## src/rtl/riscv_pkg.sv

```systemverilog
// rtl/riscv_pkg.sv - shared RV32I pipeline constants: ALU op codes, forward selects, XLEN default
package riscv_pkg;

    localparam int XLEN_DEFAULT = 32;

    // ALU operation codes carried on ALUControlE
    localparam logic [2:0] ALU_ADD = 3'b000;
    localparam logic [2:0] ALU_SUB = 3'b001;
    localparam logic [2:0] ALU_AND = 3'b010;
    localparam logic [2:0] ALU_OR  = 3'b011;
    localparam logic [2:0] ALU_SLT = 3'b101;

    // Forward selects from the hazard unit; 2'b11 is treated like FWD_RF
    localparam logic [1:0] FWD_RF  = 2'b00;
    localparam logic [1:0] FWD_WB  = 2'b01;
    localparam logic [1:0] FWD_MEM = 2'b10;

endpackage

```

## src/rtl/alu.sv

```systemverilog
// rtl/alu.sv - combinational RV32I execute ALU
//
// Ports:
//   SrcA, SrcB   operands
//   ALUControl   operation (riscv_pkg ALU_*), unknown codes give 0
//   Result       modulo-2^XLEN result
//   Zero         Result == 0
module alu
    import riscv_pkg::*;
#(
    parameter int XLEN = XLEN_DEFAULT
) (
    input  logic [XLEN-1:0] SrcA,
    input  logic [XLEN-1:0] SrcB,
    input  logic [2:0]      ALUControl,
    output logic [XLEN-1:0] Result,
    output logic            Zero
);

    logic slt;

    assign slt = ($signed(SrcA) < $signed(SrcB));

    always_comb begin
        Result = '0;
        case (ALUControl)
            ALU_ADD: Result = SrcA + SrcB;
            ALU_SUB: Result = SrcA - SrcB;
            ALU_AND: Result = SrcA & SrcB;
            ALU_OR:  Result = SrcA | SrcB;
            ALU_SLT: Result = {{(XLEN-1){1'b0}}, slt};
            default: Result = '0;
        endcase
    end

    assign Zero = (Result == '0);

endmodule

```

## src/rtl/execute_stage.sv

```systemverilog
// rtl/execute_stage.sv - RV32I EX stage: forwarding, ALU, branch resolve, EX/MEM register
//
// Optional feature: EXEC_STALL_EN adds StallM, which holds the EX/MEM register.
//
// Ports:
//   clk, rst                  clock, async active-high reset of EX/MEM register
//   *E control/data           ID/EX fields
//   ForwardAE, ForwardBE      forward selects (riscv_pkg FWD_*)
//   ResultW                   writeback result forward source
//   PCSrcE, PCTargetE         combinational redirect to fetch
//   *M outputs                registered EX/MEM fields
//   StallM                    (EXEC_STALL_EN only) hold EX/MEM register
module execute_stage
    import riscv_pkg::*;
#(
    parameter int XLEN = XLEN_DEFAULT
) (
    input  logic            clk,
    input  logic            rst,
    input  logic            RegWriteE,
    input  logic            MemWriteE,
    input  logic            jumpE,
    input  logic            branchE,
    input  logic            ALUSrcE,
    input  logic [1:0]      ResultSrcE,
    input  logic [2:0]      ALUControlE,
    input  logic [XLEN-1:0] RD1_E,
    input  logic [XLEN-1:0] RD2_E,
    input  logic [4:0]      RdE,
    input  logic [XLEN-1:0] PCE,
    input  logic [XLEN-1:0] ImmExtE,
    input  logic [XLEN-1:0] PCPlus4E,
    input  logic [1:0]      ForwardAE,
    input  logic [1:0]      ForwardBE,
    input  logic [XLEN-1:0] ResultW,
`ifdef EXEC_STALL_EN
    input  logic            StallM,
`endif
    output logic            PCSrcE,
    output logic [XLEN-1:0] PCTargetE,
    output logic            RegWriteM,
    output logic            MemWriteM,
    output logic [1:0]      ResultSrcM,
    output logic [4:0]      RdM,
    output logic [XLEN-1:0] ALUResultM,
    output logic [XLEN-1:0] WriteDataM,
    output logic [XLEN-1:0] PCPlus4M
);

    logic [XLEN-1:0] SrcAE;
    logic [XLEN-1:0] WriteDataE;
    logic [XLEN-1:0] SrcBE;
    logic [XLEN-1:0] ALUResultE;
    logic            ZeroE;
    logic            capture;

`ifdef EXEC_STALL_EN
    assign capture = ~StallM;
`else
    assign capture = 1'b1;
`endif

    // FWD_MEM feeds back this stage's own registered result so that
    // back-to-back dependent ALU ops need no stall.
    always_comb begin
        SrcAE = RD1_E;
        case (ForwardAE)
            FWD_WB:  SrcAE = ResultW;
            FWD_MEM: SrcAE = ALUResultM;
            default: SrcAE = RD1_E;
        endcase
    end

    always_comb begin
        WriteDataE = RD2_E;
        case (ForwardBE)
            FWD_WB:  WriteDataE = ResultW;
            FWD_MEM: WriteDataE = ALUResultM;
            default: WriteDataE = RD2_E;
        endcase
    end

    assign SrcBE = ALUSrcE ? ImmExtE : WriteDataE;

    alu #(.XLEN(XLEN)) u_alu (
        .SrcA       (SrcAE),
        .SrcB       (SrcBE),
        .ALUControl (ALUControlE),
        .Result     (ALUResultE),
        .Zero       (ZeroE)
    );

    // beq semantics: branch taken when the compare-by-subtract is zero
    assign PCSrcE    = jumpE | (branchE & ZeroE);
    assign PCTargetE = PCE + ImmExtE;

    always_ff @(posedge clk or posedge rst) begin
        if (rst) begin
            RegWriteM  <= 1'b0;
            MemWriteM  <= 1'b0;
            ResultSrcM <= 2'b00;
            RdM        <= 5'd0;
            ALUResultM <= '0;
            WriteDataM <= '0;
            PCPlus4M   <= '0;
        end else if (capture) begin
            RegWriteM  <= RegWriteE;
            MemWriteM  <= MemWriteE;
            ResultSrcM <= ResultSrcE;
            RdM        <= RdE;
            ALUResultM <= ALUResultE;
            WriteDataM <= WriteDataE;
            PCPlus4M   <= PCPlus4E;
        end
    end

endmodule

```

## config.mk

```make
export PLATFORM = sky130hd
export DESIGN_NAME = execute_stage
export DESIGN_NICKNAME = d
export VERILOG_FILES = /design/src/rtl/riscv_pkg.sv /design/src/rtl/alu.sv /design/src/rtl/execute_stage.sv
export SDC_FILE = /design/constraint.sdc
export NUM_CORES = 1
export LEC_CHECK = 0
export CORE_MARGIN = 2
export CORE_UTILIZATION = 40
export DETAILED_ROUTE_END_ITERATION = 10
export DONT_BUFFER_PORTS = 1
export GPL_ROUTABILITY_DRIVEN = 1
export SLEW_MARGIN = 5
export SYNTH_ARGS = -nofsm -noshare
export SYNTH_HDL_FRONTEND = slang
export SYNTH_HIERARCHICAL = 1
export SYNTH_SLANG_ARGS = --single-unit
```

## constraint.sdc

```tcl
create_clock -name clk -period 6.5 [get_ports clk]
set_input_delay 0.65 -clock clk [delete_from_list [all_inputs] [get_ports clk]]
set_output_delay 0.65 -clock clk [all_outputs]
set_load 0.01 [all_outputs]
```

==> results of run 1 <==
## final timing paths
path	to
worst max-delay path	PCSrcE
worst min-delay path	RdM[4]
worst max register to register	ALUResultM[30]
worst min register to register	WriteDataM[25]
max in group asynchronous	ALUResultM[19]
min in group clk	PCPlus4M[19]
## final cells by class
class                   instances  share of cell area, %
well taps                     378                   3.92
flip-flops and latches        105                   21.8
clock buffers                  10                   1.98
repair buffers                 44                   3.08
clock inverters                 6                  0.601
inverters                     101                   3.16
multi-input cells            1129                   65.5
## metrics by stage
stage / hold slack [ns] / cell area, µm² / setup WS, ns / TNS (ns) / cells
floorplan: 0.681 / 11200 / 1.08 / 0 / 1412
global route: 0.196 / 12100 / 0.0240 / 0 / 1773
CTS: 0.184 / 12000 / 0.0900 / 0 / 1773
detailed placement: 0.580 / 11700 / -0.0266 / -0.0266 / 1757
finish: 0.170 / 12100 / 0.163 / 0 / 1773
global placement: 0.576 / 11700 / 0.00694 / 0 / 1757
## cells in the final DEF, fill, tap and decap left out, types with 10 or more instances in the layout
cell	Yosys	routed
inv_1	100	99
nor4_1	11	11
o22ai_1	10	10
o21bai_1	10	10
buf_4	2	40
nor2_1	109	109
o21ai_0	127	123
dfrtp_1	105	105
ha_1	142	137
nand3_1	33	33
a211oi_1	21	21
mux2_2	33	33
nor3_1	10	10
a22oi_1	67	67
xor2_1	18	18
a21o_1	29	29
nand2_1	147	147
nand4_1	14	14
o211ai_1	21	21
o21ai_1	8	12
xnor2_1	34	34
a21oi_1	108	108
nor2b_1	15	15
## repair_timing
action,in CTS,in global routing
setup buffers,0,0
resized for setup,2,13
setup endpoints to repair,1,1
## sequential cells by signal (all words and copies together) (netlist names)
| register | flops |
|---|---|
| ALUResultM | 32 |
| PCPlus4M | 32 |
| RegWriteM | 1 |
| ResultSrcM | 2 |
| RdM | 5 |
| WriteDataM | 32 |
| MemWriteM | 1 |
## routing by layer
metal  part of all wire [%]  GRT usage, %  vias up
met5                      0             0        -
met4                    2.7          8.55        0
met3                    9.8          5.89       75
met2                     47          47.6      635
met1                     40          37.0     5421
li1                       -             -     5064
## critical path, cell delays in order
cell,delay [ns]
inv_1,0.03
ha_1,0.19
buf_12,0.21
a22oi_1,0.11
o21ai_0,0.27
mux2_2,0.31
inv_1,0.09
ha_1,0.44
and3_4,0.24
a22o_1,0.15
a311o_1,0.32
a211oi_2,0.16
o31ai_2,0.47
mux2i_1,0.19
xnor2_1,0.21
a211o_1,0.31
or4_1,0.40
nor4_1,0.35
buf_4,0.17
and4bb_1,0.21
a21o_1,0.17
## logic make-up (layout without fill, tap and decap cells)
logic type | count (synthesis) | after routing | synth area share (%)
AOI/OAI and AO/OA | 507 | 507 | 30.1
and+or+nand+nor | 388 | 388 | 15.8
xor gates and xnor gates | 52 | 52 | 4.07
muxes | 37 | 37 | 3.79
adders and majority gates | 145 | 145 | 16.4
DFF | 105 | 105 | 23.5
buffers and inverters | 178 | 161 | 6.29
## report_power, final
group	internal, mW	switching [mW]	leakage [nW]
clock network	0.314	0.282	0.150
registers	0.725	0.111	1.29
logic	0.515	0.872	3.91
==> results.yml, run 1 <==
cts:
  clk_latency_ns: 0.37
  clock-sinks: 105
  cts-hold-fix-buffers: 0
  cts_buffers: 9
  cts-root-buf: "clkbuf_16"
  htreeDepth: 3
  clock_path_buffers: 2
  clk_pin_slew_ns: 0.07
  cts_tree: "yes"
timing:
  relSlewSlack_pct: 19.0
  tightest_slew_ns: 1.21
  timing.fmax_ghz: 0.158
  period_share_pct: 97.5
  skew_ns: 0.00487
  hold_violations: 0
  fin_crit_ns: 6.34
  finalSetupViolCount: 0
  report.final.slew_viol_count: 0
  rsz0062_at_grt: "false"
final_layout:
  register_area_mm2: 0.00263
  finish.utilization_pct: 43.7
  syn_to_final_growth_pct: 7.98
  multi_input_area_mm2: 0.00791
  drive_above_1_share_pct: 9.75
  antenna_cells: 0
  finalNetCount: 1748
  nFillCells: 2737
die:
  dieArea_mm2: 0.0293
  io_pins: 351
  placementRows: 61
  core_mm2: 0.0276
  start_util_pct: 40.5
  die_h_um: 171
  die_x_um: 171
drt:
  drc_errors: 0
  drtPass1Iterations: 9
  vias_per_cell: 6.31
  route.vias.total: 11200
  antenna_left: 0
  routed_wl_mm: 44.0
  drt-initial-drc-count: 1495
  routedWlPerCell_um: 24.8
logic_synthesis:
  yosysMostFrequentCell: "nand2_1"
  netlist.area_leader.share_pct: 23.5
  ys_types: 88
  yosys_warnings: 6
  synth-seq-cells: 105
  synth.avg_cell_area_um2: 7.92
  synth_top_cell_by_area: "dfrtp_1"
  synthCells: 1412
  syn_nets: 1770
  yosys-top-cells-area: "dfrtp_1 (24%), ha_1 (16%), o21ai_0 (5.7%)"
  synth_common_cells: "nand2_1 (147), ha_1 (142), o21ai_0 (127)"
  synthFlopType: "dfrtp_1"
  synth_edf_count: 0
  synth.cell_area_mm2: 0.0112
  ys_seq_area_share_pct: 23.5
  synth_async_sr_flop_share_pct: 100
global_route:
  grt_pass1_vias: 10200
  grtUsageTotal_pct: 28.5
  grt_start_max_net_pins: 79
  grt_pass1_wl_mm: 63.4
  antenna_found_initial: 0
  grt_overflow: 0
pwr:
  power.leakage_nw: 5.35
  peakVddDrop_v: 0.000105
  p_per_area_mw_per_mm2: 233
  p_total_mw: 2.82
worst_setup_path:
  cp-end-kind: "primary output"
  crit_type: "input port to primary output"
  required_ns: 5.85
  r2r_setup_slack_ns: 2.23
  reg2regPathDepth: 17
  cp_max_fo: 32
  startpoint_type: "input port"
  r2r-start: "ALUResultM[0]"
  cp_data_arrival_time_ns: 5.69
  critPathLaunch: "ForwardBE[1]"
status:
  status: "completed"
placement:
  routabilityCongestion: 1.01
  port_buffers: 0
  place_hpwl_mm: 35.4
run:
  cap_violations: 0
worst_hold_path:
  hp-class: "input port to async pin"
Power figures use the tool's default switching activity.
==> inputs of run 2 (changes only) <==
CORE_ASPECT_RATIO = 1.5   (was unset)
==> results.yml, run 2 (synthesis results as in run 1) <==
status:
  status: "completed"
cts:
  clock-sinks: 105
  cts-root-buf: "clkbuf_16"
  cts-hold-fix-buffers: 0
  clk_pin_slew_ns: 0.09
  cts_tree: "yes"
  htreeDepth: 3
  cts_buffers: 9
  clk_latency_ns: 0.39
  clock_path_buffers: 2
timing:
  hold_violations: 0
  relSlewSlack_pct: 31.5
  rsz0062_at_grt: "false"
  report.final.slew_viol_count: 0
  timing.fmax_ghz: 0.162
  tns_ns: 0
  skew_ns: 0.0139
  period_share_pct: 95.2
  fin_crit_ns: 6.19
  tightest_slew_ns: 1.02
  finalSetupViolCount: 0
worst_setup_path:
  startpoint_type: "input port"
  path_cells: "inv_1, ha_1, buf_4, a22oi_1, o21ai_0, inv_1, ha_1, or2_1, a211oi_2, a221oi_1, o21ai_2, a21oi_1, or3_1, a31o_2, a221oi_1, buf_4, nand4_1, nor4_1, and4bb_1, a21o_1"
  crit_type: "input port to primary output"
  crit_path_max_incr_delay_ns: 0.44
  cp-end-kind: "primary output"
  cp_max_fo: 17
  crit_slowest_cell: "nor4_1"
  cp_data_arrival_time_ns: 5.54
  required_ns: 5.85
worst_hold_path:
  hp-class: "input port to async pin"
final_layout:
  layout_common_cells: "nand2_1 (147), ha_1 (139), o21ai_0 (127)"
  syn_to_final_growth_pct: 7.73
  finalNetCount: 1761
  drive_above_1_share_pct: 10.2
  biggestRegsByFlops: "ALUResultM: 32 flops, PCPlus4M: 32 flops, WriteDataM: 32 flops"
  final_common_cell: "nand2_1"
global_route:
  grt_overflow: 0
  antenna_found_initial: 1
  grt_start_max_net_pins: 79
  grtUsageTotal_pct: 30.6
  grt_pass1_wl_mm: 68.6
  grt_pass1_vias: 10800
die:
  die_h_um: 209
  dieArea_mm2: 0.0293
  io_pins: 351
  core_mm2: 0.0278
  die_x_um: 141
  start_util_pct: 40.3
  placementRows: 75
pwr:
  p_per_area_mw_per_mm2: 234
  peakVddDrop_v: 0.000119
  power.leakage_nw: 5.40
  p_total_mw: 2.81
run:
  cap_violations: 0
placement:
  port_buffers: 0
  place_hpwl_mm: 38.1
  routabilityCongestion: 1.00
drt:
  routed_wl_mm: 46.6
  vias_per_cell: 6.36
  routedWlPerCell_um: 26.6
  drc_errors: 0
  antenna_left: 0
  route.vias.total: 11200
  drtPass1Iterations: 6
  drt-initial-drc-count: 1026
run 2: changes by cell type in the layout (fill, tap and decap cells not counted), moves of 3 or more:
cell     change
buf_4       +16
buf_12       -3
o21ai_1      -4
o21ai_0      +4
run 2: final cells by class:
type,instances,area [µm²]
multi-input cells,1129,7880
inverters,101,382
well taps,346,433
repair buffers,57,432
clock buffers,10,229
clock inverters,6,57.6
flip-flops and latches,105,2630
fillers,2870,15700
diodes,1,2.50
run 2: critical path, delay by kind of cell:
family / cells / cell delay, ns
AO/OA/AOI/OAI: 9 / 2.16
adder cells (fa/ha/maj): 2 / 0.47
buffers and inverters: 4 / 0.68
AND/OR/NAND/NOR: 5 / 1.57
run 2: through the flow:
step           instances  hold WS [ns]  worst slack [ns]  util [%]  instance area, µm²
2_1_floorplan       1412         0.681              1.08         -               11200
3_3_place_gp        1738         0.565             0.274      42.2               11700
3_5_place_dp        1738         0.563             0.234      42.2               11700
4_1_cts             1754         0.134             0.208      43.2               12000
5_1_grt             1755         0.167            0.0215      43.4               12000
6_report            1755         0.126             0.313      43.4               12000
run 2: final timing paths:
check / from / endpoint / slack (ns) / cells past startpoint
worst min register to register: ALUResultM[19] / WriteDataM[19] / 0.78 / 2
max in group asynchronous: rst / ALUResultM[22] / 5.02 / 2
worst min-delay path: rst / WriteDataM[18] / 0.13 / 1
worst max-delay path: ForwardAE[1] / PCSrcE / 0.31 / 20
min in group clk: PCPlus4E[0] / PCPlus4M[0] / 0.28 / 0
worst max register to register: ALUResultM[1] / ALUResultM[29] / 2.35 / 14
run 2: timing repair:
| item | CTS | global route |
|---|---|---|
| buffers inserted | 0 | 0 |
| setup endpoints to repair | 0 | 1 |
| gates resized for setup | 0 | 5 |
run 2: where the power goes:
part	leakage (nW)	total [mW]	internal [mW]	switching (mW)
Clock	0.141	0.575	0.271	0.304
Combinational	3.96	1.40	0.520	0.881
Sequential	1.29	0.838	0.724	0.114
run 2: layer usage:
metal	track usage [%]	wire [µm]	vias to the layer above
li1	-	-	5082
met2	53.9	23100	575
met5	0	0	-
met3	6.37	3750	97
met1	36.0	17700	5400
met4	13.1	2090	0
